<file path="config.mk">
export PLATFORM = sky130hd
export DESIGN_NAME = core_run_ctrl
export DESIGN_NICKNAME = d
export VERILOG_FILES = /design/src/rtl/core_ctrl_pkg.sv /design/src/rtl/core_run_ctrl.sv
export SDC_FILE = /design/constraint.sdc
export NUM_CORES = 1
export LEC_CHECK = 0
export ABC_AREA = 1
export CAP_MARGIN = 30
export CORE_AREA = 2 2 150 152
export DETAILED_ROUTE_END_ITERATION = 12
export DIE_AREA = 0 0 152 154
export PLACE_DENSITY = 0.86
export SYNTH_ARGS = -nofsm -noshare
export SYNTH_HDL_FRONTEND = slang
export SYNTH_SLANG_ARGS = --single-unit
</file>
<file path="constraint.sdc">
create_clock -name clk -period 4.2 [get_ports clk]
set_clock_uncertainty 0.15 [all_clocks]
set_input_delay 0.42 -clock clk [delete_from_list [all_inputs] [get_ports clk]]
set_output_delay 0.42 -clock clk [all_outputs]
set_load 0.005 [all_outputs]
</file>
<file path="src/rtl/core_ctrl_pkg.sv">
// Shared encodings for the core run controller: FSM states, halt causes and
// the trap opcodes that stop execution.
package core_ctrl_pkg;

  typedef enum logic [2:0] {
    StIdle = 3'd0,
    StBoot = 3'd1,
    StRun  = 3'd2,
    StStep = 3'd3,
    StHalt = 3'd4
  } run_state_e;

  typedef enum logic [1:0] {
    CauseNone  = 2'd0,
    CauseStop  = 2'd1,
    CauseTrap  = 2'd2,
    CauseLimit = 2'd3
  } halt_cause_e;

  localparam logic [31:0] InstrEcall  = 32'h0000_0073;
  localparam logic [31:0] InstrEbreak = 32'h0010_0073;

  function automatic logic is_trap(input logic [31:0] instr);
    return (instr == InstrEcall) || (instr == InstrEbreak);
  endfunction

endpackage

</file>
<file path="src/rtl/core_run_ctrl.sv">
// Boot/run/single-step/halt sequencer for a core: gates commit enable, counts
// enabled cycles and records why and where the core stopped.
module core_run_ctrl
  import core_ctrl_pkg::*;
#(
  parameter int unsigned ARCH_WIDTH = 64,
  parameter int unsigned BOOT_HOLD  = 2
) (
  input  logic                  clk,
  input  logic                  rst,
  input  logic                  start,
  input  logic                  stop,
  input  logic                  step_mode,
  input  logic                  step_req,
  output logic                  step_ack,
  input  logic [ARCH_WIDTH-1:0] cycle_limit,
  input  logic [31:0]           instruction,
  input  logic [ARCH_WIDTH-1:0] pc,
  output logic                  core_en,
  output logic                  core_rst,
  output logic [2:0]            state,
  output logic                  halted,
  output logic [1:0]            halt_cause,
  output logic [ARCH_WIDTH-1:0] halt_pc,
  output logic [ARCH_WIDTH-1:0] cycle_count
);

  localparam logic [3:0] BootHold = 4'(BOOT_HOLD);
  localparam logic [ARCH_WIDTH-1:0] CountOne = {{(ARCH_WIDTH-1){1'b0}}, 1'b1};

  run_state_e            state_q, state_d;
  halt_cause_e           halt_cause_q, halt_cause_d;
  logic [ARCH_WIDTH-1:0] halt_pc_q, halt_pc_d;
  logic [ARCH_WIDTH-1:0] cycle_count_q, cycle_count_d;
  logic [3:0]            boot_cnt_q, boot_cnt_d;
  logic                  step_busy_q, step_busy_d;
  logic                  step_ack_q, step_ack_d;

  logic        trap, limit_hit, halt_evt;
  halt_cause_e cause_sel;

  assign trap      = is_trap(instruction);
  assign limit_hit = (cycle_limit != '0) && (cycle_count_q == cycle_limit);
  assign halt_evt  = stop || trap || limit_hit;
  assign cause_sel = stop ? CauseStop : (trap ? CauseTrap : CauseLimit);

  always_comb begin
    state_d       = state_q;
    halt_cause_d  = halt_cause_q;
    halt_pc_d     = halt_pc_q;
    cycle_count_d = cycle_count_q;
    boot_cnt_d    = boot_cnt_q;
    step_busy_d   = step_busy_q;
    step_ack_d    = 1'b0;
    core_en       = 1'b0;
    core_rst      = 1'b0;

    // The step handshake closes once the requester drops step_req.
    if (step_busy_q && !step_req) step_busy_d = 1'b0;

    unique case (state_q)
      StIdle, StHalt: begin
        core_rst = (state_q == StIdle);
        if (start) begin
          state_d       = StBoot;
          cycle_count_d = '0;
          halt_cause_d  = CauseNone;
          boot_cnt_d    = BootHold;
          step_busy_d   = 1'b0;
        end
      end
      StBoot: begin
        core_rst = 1'b1;
        if (boot_cnt_q <= 4'd1) begin
          boot_cnt_d = '0;
          state_d    = step_mode ? StStep : StRun;
        end else begin
          boot_cnt_d = boot_cnt_q - 4'd1;
        end
      end
      StRun, StStep: begin
        if (halt_evt) begin
          state_d      = StHalt;
          halt_cause_d = cause_sel;
          halt_pc_d    = pc;
        end else if (state_q == StRun) begin
          core_en = 1'b1;
        end else if (step_req && !step_busy_q) begin
          core_en     = 1'b1;
          step_ack_d  = 1'b1;
          step_busy_d = 1'b1;
        end
      end
      default: state_d = StIdle;
    endcase

    if (core_en) cycle_count_d = cycle_count_q + CountOne;
  end

  always_ff @(posedge clk or posedge rst) begin
    if (rst) begin
      state_q       <= StIdle;
      halt_cause_q  <= CauseNone;
      halt_pc_q     <= '0;
      cycle_count_q <= '0;
      boot_cnt_q    <= '0;
      step_busy_q   <= 1'b0;
      step_ack_q    <= 1'b0;
    end else begin
      state_q       <= state_d;
      halt_cause_q  <= halt_cause_d;
      halt_pc_q     <= halt_pc_d;
      cycle_count_q <= cycle_count_d;
      boot_cnt_q    <= boot_cnt_d;
      step_busy_q   <= step_busy_d;
      step_ack_q    <= step_ack_d;
    end
  end

  assign state       = state_q;
  assign halted      = (state_q == StHalt);
  assign halt_cause  = halt_cause_q;
  assign halt_pc     = halt_pc_q;
  assign cycle_count = cycle_count_q;
  assign step_ack    = step_ack_q;

endmodule
</file>
== Word level (Yosys, flattened, before mapping) ==
Index checks and enable logic that the tools add are counted.
Storage, ports and cells
  register bits after elaboration: 139
  latch bits: 0
  memory bits (writable): 0
  memory bits (read-only): 0
  input bits: 166
  output and inout port bits: 137
  word-level logic and storage cells: 71
  memories kept: 0
Operators by class
  add/sub/neg operators: 2
  multiply operators: 0
  div/mod/pow operators: 0
  magnitude comparators: 1
  equality and inequality tests: 10
  shifts and indexed selects: 0
  multiplexer cells: 30
  bitwise logic cells: 0
  reductions and logical operators: 21
Operator list (number)
  two-way mux 64 bit: 3
  adder 64 x 1 -> 64 bit (second input constant): 1
  equality test 64 bit: 1
  nonzero test 64 bit: 1
  equality test 32 x 21 -> 1 bit (second input constant): 1
  equality test 32 x 7 -> 1 bit (second input constant): 1
  two-way mux 1 bit: 14
  two-way mux 3 bit: 3
  case mux 3 bit (3 select lines): 1
  two-way mux 4 bit: 2
  case mux 4 bit (2 select lines): 1
  nonzero test 2 bit: 4
  equality test 3 x 2 -> 1 bit (second input constant): 2
  two-way mux 2 bit: 3
  inequality test 2 bit (second input constant): 3
  AND reduction 2 bit: 3
  AND reduction 3 bit: 2
  less-or-equal comparator 4 x 1 -> 1 bit (second input constant): 1
  case mux 1 bit (2 select lines): 2
  case mux 2 bit (2 select lines): 1
  OR reduction 2 bit: 2
  subtractor 4 x 1 -> 4 bit (second input constant): 1
  equality test 3 x 1 -> 1 bit (second input constant): 1
  equality test 3 bit (second input constant): 1
  4 further kinds: 9

== Logic depth before layout (Yosys ltp) ==
Gate-level depths: netlist of run 1.
  word-level depth: 8
  gate-level depth with buffers: 16
  depth with buffers taken out: 13

== Least setup slack after synthesis of run 1 ==
No wires, ideal clock.
  path kind: flip-flop to flip-flop
  from: register cycle_count_q[1] (netlist: cycle_count[1])
  to: register cycle_count_q[46] (netlist: cycle_count[46])
  arrival time: 1.748 ns
  required time: 3.932 ns
  slack: 2.184 ns
  stages on the path, launching flop included: 13
  path buffers: 0
  clock period less this slack: 2.016 ns
  cells stage by stage: dfrtp_1 > ha_1 > nand2_1 > nor3_2 > nand2_1 > inv_1 > nand2_1 > inv_1 > nand3_1 > xor2_1 > inv_1 > nand2_1 > nand2_1
On the way
  cells in the longest elaborated chain, start to end: 7
  elaborated cells on any way between the ends: 10
  those cells by class: 1 x add/sub; 1 x eq/ne; 3 x mux; 5 x reduce/logical
RTL lines
  start, declared: line core_run_ctrl.sv:34  | logic [ARCH_WIDTH-1:0] cycle_count_q, cycle_count_d;
  start signal, assigned: line core_run_ctrl.sv:113  | cycle_count_q <= cycle_count_d;
  parallel branches: the longest is 7 deep, another holds adder 64 x 1 -> 64 bit
Several ways; the timed one is not identified.
A chain may end at the register's enable or synchronous reset.

== Worst setup path after layout of run 1 ==
  from: register cycle_count_q[60] (netlist: cycle_count[60])
  to: output port core_en
On the way
  cells in the longest elaborated chain, start to end: 5
RTL lines
  equality test 64 bit: line core_run_ctrl.sv:43  | assign limit_hit = (cycle_limit != '0) && (cycle_count_q == cycle_limit);
  logical AND 1 bit: line core_run_ctrl.sv:43
  logical OR 1 bit: line core_run_ctrl.sv:44  | assign halt_evt = stop || trap || limit_hit;
  two-way mux 1 bit: line core_run_ctrl.sv:82  | if (halt_evt) begin
  two-way mux 1 bit: line core_run_ctrl.sv:61  | unique case (state_q)
  end, declared: line core_run_ctrl.sv:19  | output logic core_en,
No other way between the ends.

==> results.json, run 1 <==
{
  "die_w_um": 152,
  "vdd_drop_max_uv": 337.9,
  "met2_usage": 0.4683,
  "clockBufferDepth": 2,
  "use_met3": 0.07835,
  "fillers": 1959,
  "crit_required_ns": 3.63,
  "outcome": "complete, no violations",
  "netlist_instances": 1362,
  "clock-sinks": 139,
  "worst_slew_pin_slew_ns": 0.7563,
  "synth_top_family_by_area": "simple AND/OR/NAND/NOR gates",
  "syn-cell-area_um2": 8985,
  "slew_headroom": 0.4958,
  "fin_nets": 1809,
  "num_vias": 9833,
  "critPathLaunchType": "register",
  "p_per_area_nw_per_um2": 411.4,
  "drv_slew": 0,
  "worst_r2r_path_depth": 13,
  "synth-xor-area-share": 0.08091,
  "hp-class": "input pin to asynchronous set/reset pin",
  "drv_cap": 0,
  "synth-seq-cells": 139,
  "vias_per_cell": 5.084,
  "placed_cells_incl_taps": 1901,
  "layout_commonest_cell": "nand2_1",
  "gr-max-usage-layer": "met2",
  "hpwl_mm": 23.66,
  "final_layout_size_suffix_gt1_frac": 0.05263,
  "cts.htree.levels": 4,
  "die_y_um": 154,
  "grt_max_degree": 70,
  "synth_compound_area_frac": 0.007659,
  "crit_fanout": 6,
  "seq_area_frac_synth": 0.3871,
  "synth_top_area_share": 0.3871,
  "post_cts_buffers": 0,
  "yosys.area_share.adder": 0.004178,
  "rsz0062_at_grt": "false",
  "synthSimpleGateAreaFrac": 0.4268,
  "numCtsBuffers": 17,
  "worstPathArrival_ns": 2.92,
  "coreArea_um2": 21690,
  "first_pass_iters": 5,
  "ant_nets": 0,
  "fin_setup_tns_ns": 0,
  "synth_mux_area_frac": 0,
  "grt_use_total": 0.2659,
  "place_congestion": 0.9624,
  "worst_hold_slack_ns": 0.2082,
  "cp-end-kind": "primary output",
  "cts-root-buf": "clkbuf_16",
  "drc": 0,
  "initial_core_util": 0.4143,
  "grt-ovfl-total": 0,
  "post-route-min-period_ns": 3.489,
  "fmax_ghz": 0.2866,
  "syn_avg_cell_area_um2": 6.597,
  "drt_wl_total_mm": 31.24,
  "cts_tree": "done",
  "finalSetupViolations": 0,
  "yosys-top-cells-area": "dfrtp_1 (39%), nand2_1 (22%), nand3_1 (9.3%), xor2_1 (7.8%), nor2_1 (6.7%)",
  "fin_cells": 1934,
  "wl_per_cell_um": 16.15,
  "yosys_warnings": 0,
  "cts_hold_buf": 0,
  "num_io_pins": 303,
  "drt_iter0_markers": 703,
  "synth.distinct_cells": 28,
  "fin_crit_sh": 0.8307,
  "final_cell_mix": "nand2_1 (530), clkdlybuf4s50_1 (301), nand3_1 (167)",
  "antenna_found_initial": 2,
  "p_leak_nw": 6.114,
  "cts_resized": 0,
  "synth_top_cell_by_area": "dfrtp_1",
  "clk_pin_slew_ns": 0.07,
  "grt_pass1_vias": 9827,
  "die_area_um2": 23410,
  "critical_path_class": "register to primary output",
  "syn_nets": 1531,
  "grt_util_met1": 0.3028,
  "insertion_delay_ns": 0.43,
  "io_buffers": 301,
  "grt_pass1_wl_mm": 50.10,
  "syn_to_final_growth_pct": 42.56,
  "fp-row-count": 54,
  "final_hold_viol_count": 0
}
==> where the power goes <==
part | switching (mW) | leakage (nW) | total, mW | internal (mW)
Clock | 0.652 | 0.312 | 1.68 | 1.02
Sequential | 0.213 | 1.84 | 1.88 | 1.67
Combinational | 0.807 | 3.96 | 1.71 | 0.903
==> state kept, by name (all words and copies together) (netlist names) <==
signal	cells
step_busy_q	1
halt_cause	2
state	3
step_ack	1
cycle_count	64
halt_pc	64
boot_cnt_q	4
==> per-layer routing <==
| layer | share of wire | wire length (um) |
|---|---|---|
| met4 | 0.034 | 1075 |
| met5 | 0.00035 | 11 |
| met2 | 0.49 | 15380 |
| met3 | 0.085 | 2662 |
| met1 | 0.39 | 12120 |
==> cells by family after synthesis <==
group,Yosys count
adders and majority gates,3
buffers and inverters,196
xor gates and xnor gates,83
DFF,139
and+or+nand+nor,929
AOI/OAI and AO/OA,12
==> worst max-delay path, stage by stage (launching register included) <==
cell	delay [ns]
dfrtp_1	0.53
inv_1	0.13
nand2_1	0.08
nand2_1	0.05
nor2_1	0.15
nand2_1	0.07
nor2_1	0.14
nand2_1	0.07
nor2_1	0.28
nand3_1	0.27
nand4_1	0.20
inv_2	0.05
clkdlybuf4s50_1	0.47
==> layout make-up <==
type                            count  area, um2  share of cell area
Antenna cell                        1      2.502           0.0001954
Clock buffer                       18      439.2             0.03429
Clock inverter                     14      206.4             0.01612
Inverter                          145      548.0             0.04279
Multi-Input combinational cell   1027       4678              0.3652
Sequential cell                   139       3478              0.2716
Tap cell                          280      350.3             0.02735
Timing Repair Buffer              310       3105              0.2425
==> per-stage QoR <==
stage	utilization	worst slack, ns	power [mW]	instance area, um2
2_1_floorplan	-	1.895	2.580	8989
3_3_place_gp	0.5607	0.8106	3.560	12160
3_5_place_dp	0.5607	0.7961	3.606	12160
4_1_cts	0.5905	0.7635	5.308	12810
5_1_grt	0.5905	0.6106	5.580	12810
6_report	0.5906	0.7110	5.269	12810
==> cell usage after synthesis (all sizes together) <==
cell / instances
clkbuf: 20
nand3: 167
nor3: 37
xor2: 80
o311ai: 1
clkinv: 2
dfrtp: 139
o31ai: 2
nor3b: 1
xnor2: 3
nand4: 29
o21ai: 9
buf: 31
ha: 3
nand3b: 1
nor2: 161
inv: 143
nand2: 532
nor4: 1
==> worst paths after layout <==
check,start,endpoint,slack (ns)
max reg2reg,cycle_count[60]$_DFFE_PP0P_,cycle_count[47]$_DFFE_PP0P_,1.14
min in group clk,step_busy_q$_DFF_PP0_,step_ack$_DFF_PP0_,0.31
max in group asynchronous,rst,halt_pc[3]$_DFFE_PP0P_,2.68
min reg2reg,step_busy_q$_DFF_PP0_,step_ack$_DFF_PP0_,0.31
min,rst,halt_pc[50]$_DFFE_PP0P_,0.21
max,cycle_count[60]$_DFFE_PP0P_,core_en,0.71
(Power assumes the default switching activity.)
==> run 2: changes to the inputs <==
- CORE_AREA: 2 2 150 152 -> 2 2 143 145
- DIE_AREA: 0 0 152 154 -> 0 0 145 147
- PLACE_DENSITY: 0.86 -> 0.9
- clock period: 4.2 -> 3.4 ns (I/O delays scaled with it)
==> results.json, run 2 (synthesis results as in run 1) <==
{
  "initial_core_util": 0.4528,
  "layout_commonest_cell": "nand2_1",
  "ant_nets": 0,
  "num_io_pins": 303,
  "fp-row-count": 52,
  "num_antenna_cells": 0,
  "fin_cells": 1926,
  "crit_buf_inv": 2,
  "path_common_cell": "nor2_1",
  "cts_resized": 0,
  "rsz0062_at_grt": "false",
  "syn_to_final_growth_pct": 42.96,
  "post_cts_buffers": 0,
  "fin_setup_tns_ns": 0,
  "numCtsBuffers": 17,
  "die_w_um": 145,
  "cts_tree": "done",
  "hpwl_mm": 23.83,
  "first_pass_iters": 5,
  "grt_pass1_vias": 9761,
  "num_vias": 9838,
  "insertion_delay_ns": 0.43,
  "r2r-start": "cycle_count[44]$_DFFE_PP0P_",
  "antenna_found_initial": 0,
  "finalSetupViolations": 0,
  "worst_slew_pin_slew_ns": 0.7525,
  "worst_hold_slack_ns": 0.2270,
  "grt_use_total": 0.2903,
  "worst_r2r_path_depth": 12,
  "p_leak_nw": 6.138,
  "p_per_area_nw_per_um2": 505.2,
  "cp_slowest_stage_delay_ns": 0.48,
  "drt_wl_total_mm": 30.80,
  "crit_path_cell_trace": "xor2_1 > nor2_1 > nand2_1 > nor2_1 > nand2_1 > nor2_1 > nand3_1 > nand4_1 > inv_2 > clkdlybuf4s50_1",
  "r2r_end": "cycle_count[30]$_DFFE_PP0P_",
  "design_area_um2": 12840,
  "placed_cells_incl_taps": 1894,
  "worstPathArrival_ns": 2.68,
  "vias_per_cell": 5.108,
  "critPathLaunchType": "register",
  "fmax_ghz": 0.3153,
  "placed_cell_area_um2": 12210,
  "cts-root-buf": "clkbuf_16",
  "post-route-min-period_ns": 3.172,
  "grt_max_degree": 70,
  "crit_fanout": 7,
  "die_y_um": 147,
  "place_congestion": 0.9539,
  "slew_headroom": 0.4945,
  "final_cell_mix": "nand2_1 (530), clkdlybuf4s50_1 (301), nand3_1 (167)",
  "outcome": "complete, no violations",
  "vdd_drop_max_uv": 454.1,
  "final_layout_size_suffix_gt1_frac": 0.05374,
  "critical_path_class": "register to primary output",
  "grt_pass1_wl_mm": 49.49,
  "cts_hold_buf": 0,
  "fin_crit_sh": 0.9330,
  "drv_slew": 0,
  "grt-ovfl-total": 0,
  "cp-end-kind": "primary output",
  "cp_top_family": "simple AND/OR/NAND/NOR gates",
  "clock-sinks": 139,
  "crit_path_top_delay_cell": "dfrtp_1",
  "die_area_um2": 21320,
  "reg2reg_slack_ns": 0.75,
  "final_hold_viol_count": 0,
  "clk_pin_slew_ns": 0.06,
  "crit_required_ns": 2.91,
  "drc": 0,
  "cts.htree.levels": 4,
  "drt_iter0_markers": 669,
  "fin_nets": 1812,
  "clockBufferDepth": 2,
  "coreArea_um2": 19840,
  "hp-class": "input pin to asynchronous set/reset pin",
  "utilization": 0.6473,
  "io_buffers": 301,
  "drv_cap": 0,
  "wl_per_cell_um": 15.99
}
-- run 2: changes by cell type in the layout (fill, tap and decap cells not counted), sizes merged --
| cell | change |
|---|---|
| diode | -1 |
| clkinv | -1 |
| clkinvlp | +1 |
| buf | +3 |
-- run 2: layout make-up --
type / count / area, um2
fillers: 1729 / 6999
multi-input cells: 1027 / 4678
flip-flops and latches: 139 / 3478
repair buffers: 313 / 3166
inverters: 145 / 548.0
clock buffers: 18 / 429.2
well taps: 270 / 337.8
clock inverters: 14 / 207.7
-- run 2: worst max-delay path by stage --
stage	cells after the start	slack, ns	to	start
global placement	11	0.30	core_en	cycle_limit[41]
floorplan	1	1.17	boot_cnt_q[0]$_DFFE_PP0P_	rst
global route	12	0.08	core_en	cycle_count[32]$_DFFE_PP0P_
finish	10	0.23	core_en	cycle_count[44]$_DFFE_PP0P_
detailed placement	13	0.27	cycle_count[54]$_DFFE_PP0P_	cycle_limit[41]
CTS	10	0.18	core_en	cycle_count[44]$_DFFE_PP0P_
-- run 2: metrics by stage --
| step | setup WS (ns) | power [mW] |
|---|---|---|
| final | 0.2280 | 6.489 |
| after global routing | 0.07717 | 6.872 |
| after CTS | 0.1786 | 6.528 |
| after detailed placement | 0.2697 | 4.464 |
| after global placement | 0.3019 | 4.396 |
| after floorplan | 1.175 | 3.187 |
-- run 2: power breakdown --
group	leakage, nW	switching (mW)	internal (mW)
clock network	0.304	0.788	1.25
logic	4.00	0.993	1.13
registers	1.84	0.271	2.06
total	6.14	2.05	4.44
-- run 2: metal layers --
metal	up-vias	track usage	part of all wire
li1	4786	-	-
met1	4584	0.3337	0.38
met2	402	0.5074	0.50
met3	66	0.09130	0.086
met4	0	0.1114	0.033
met5	-	0	0
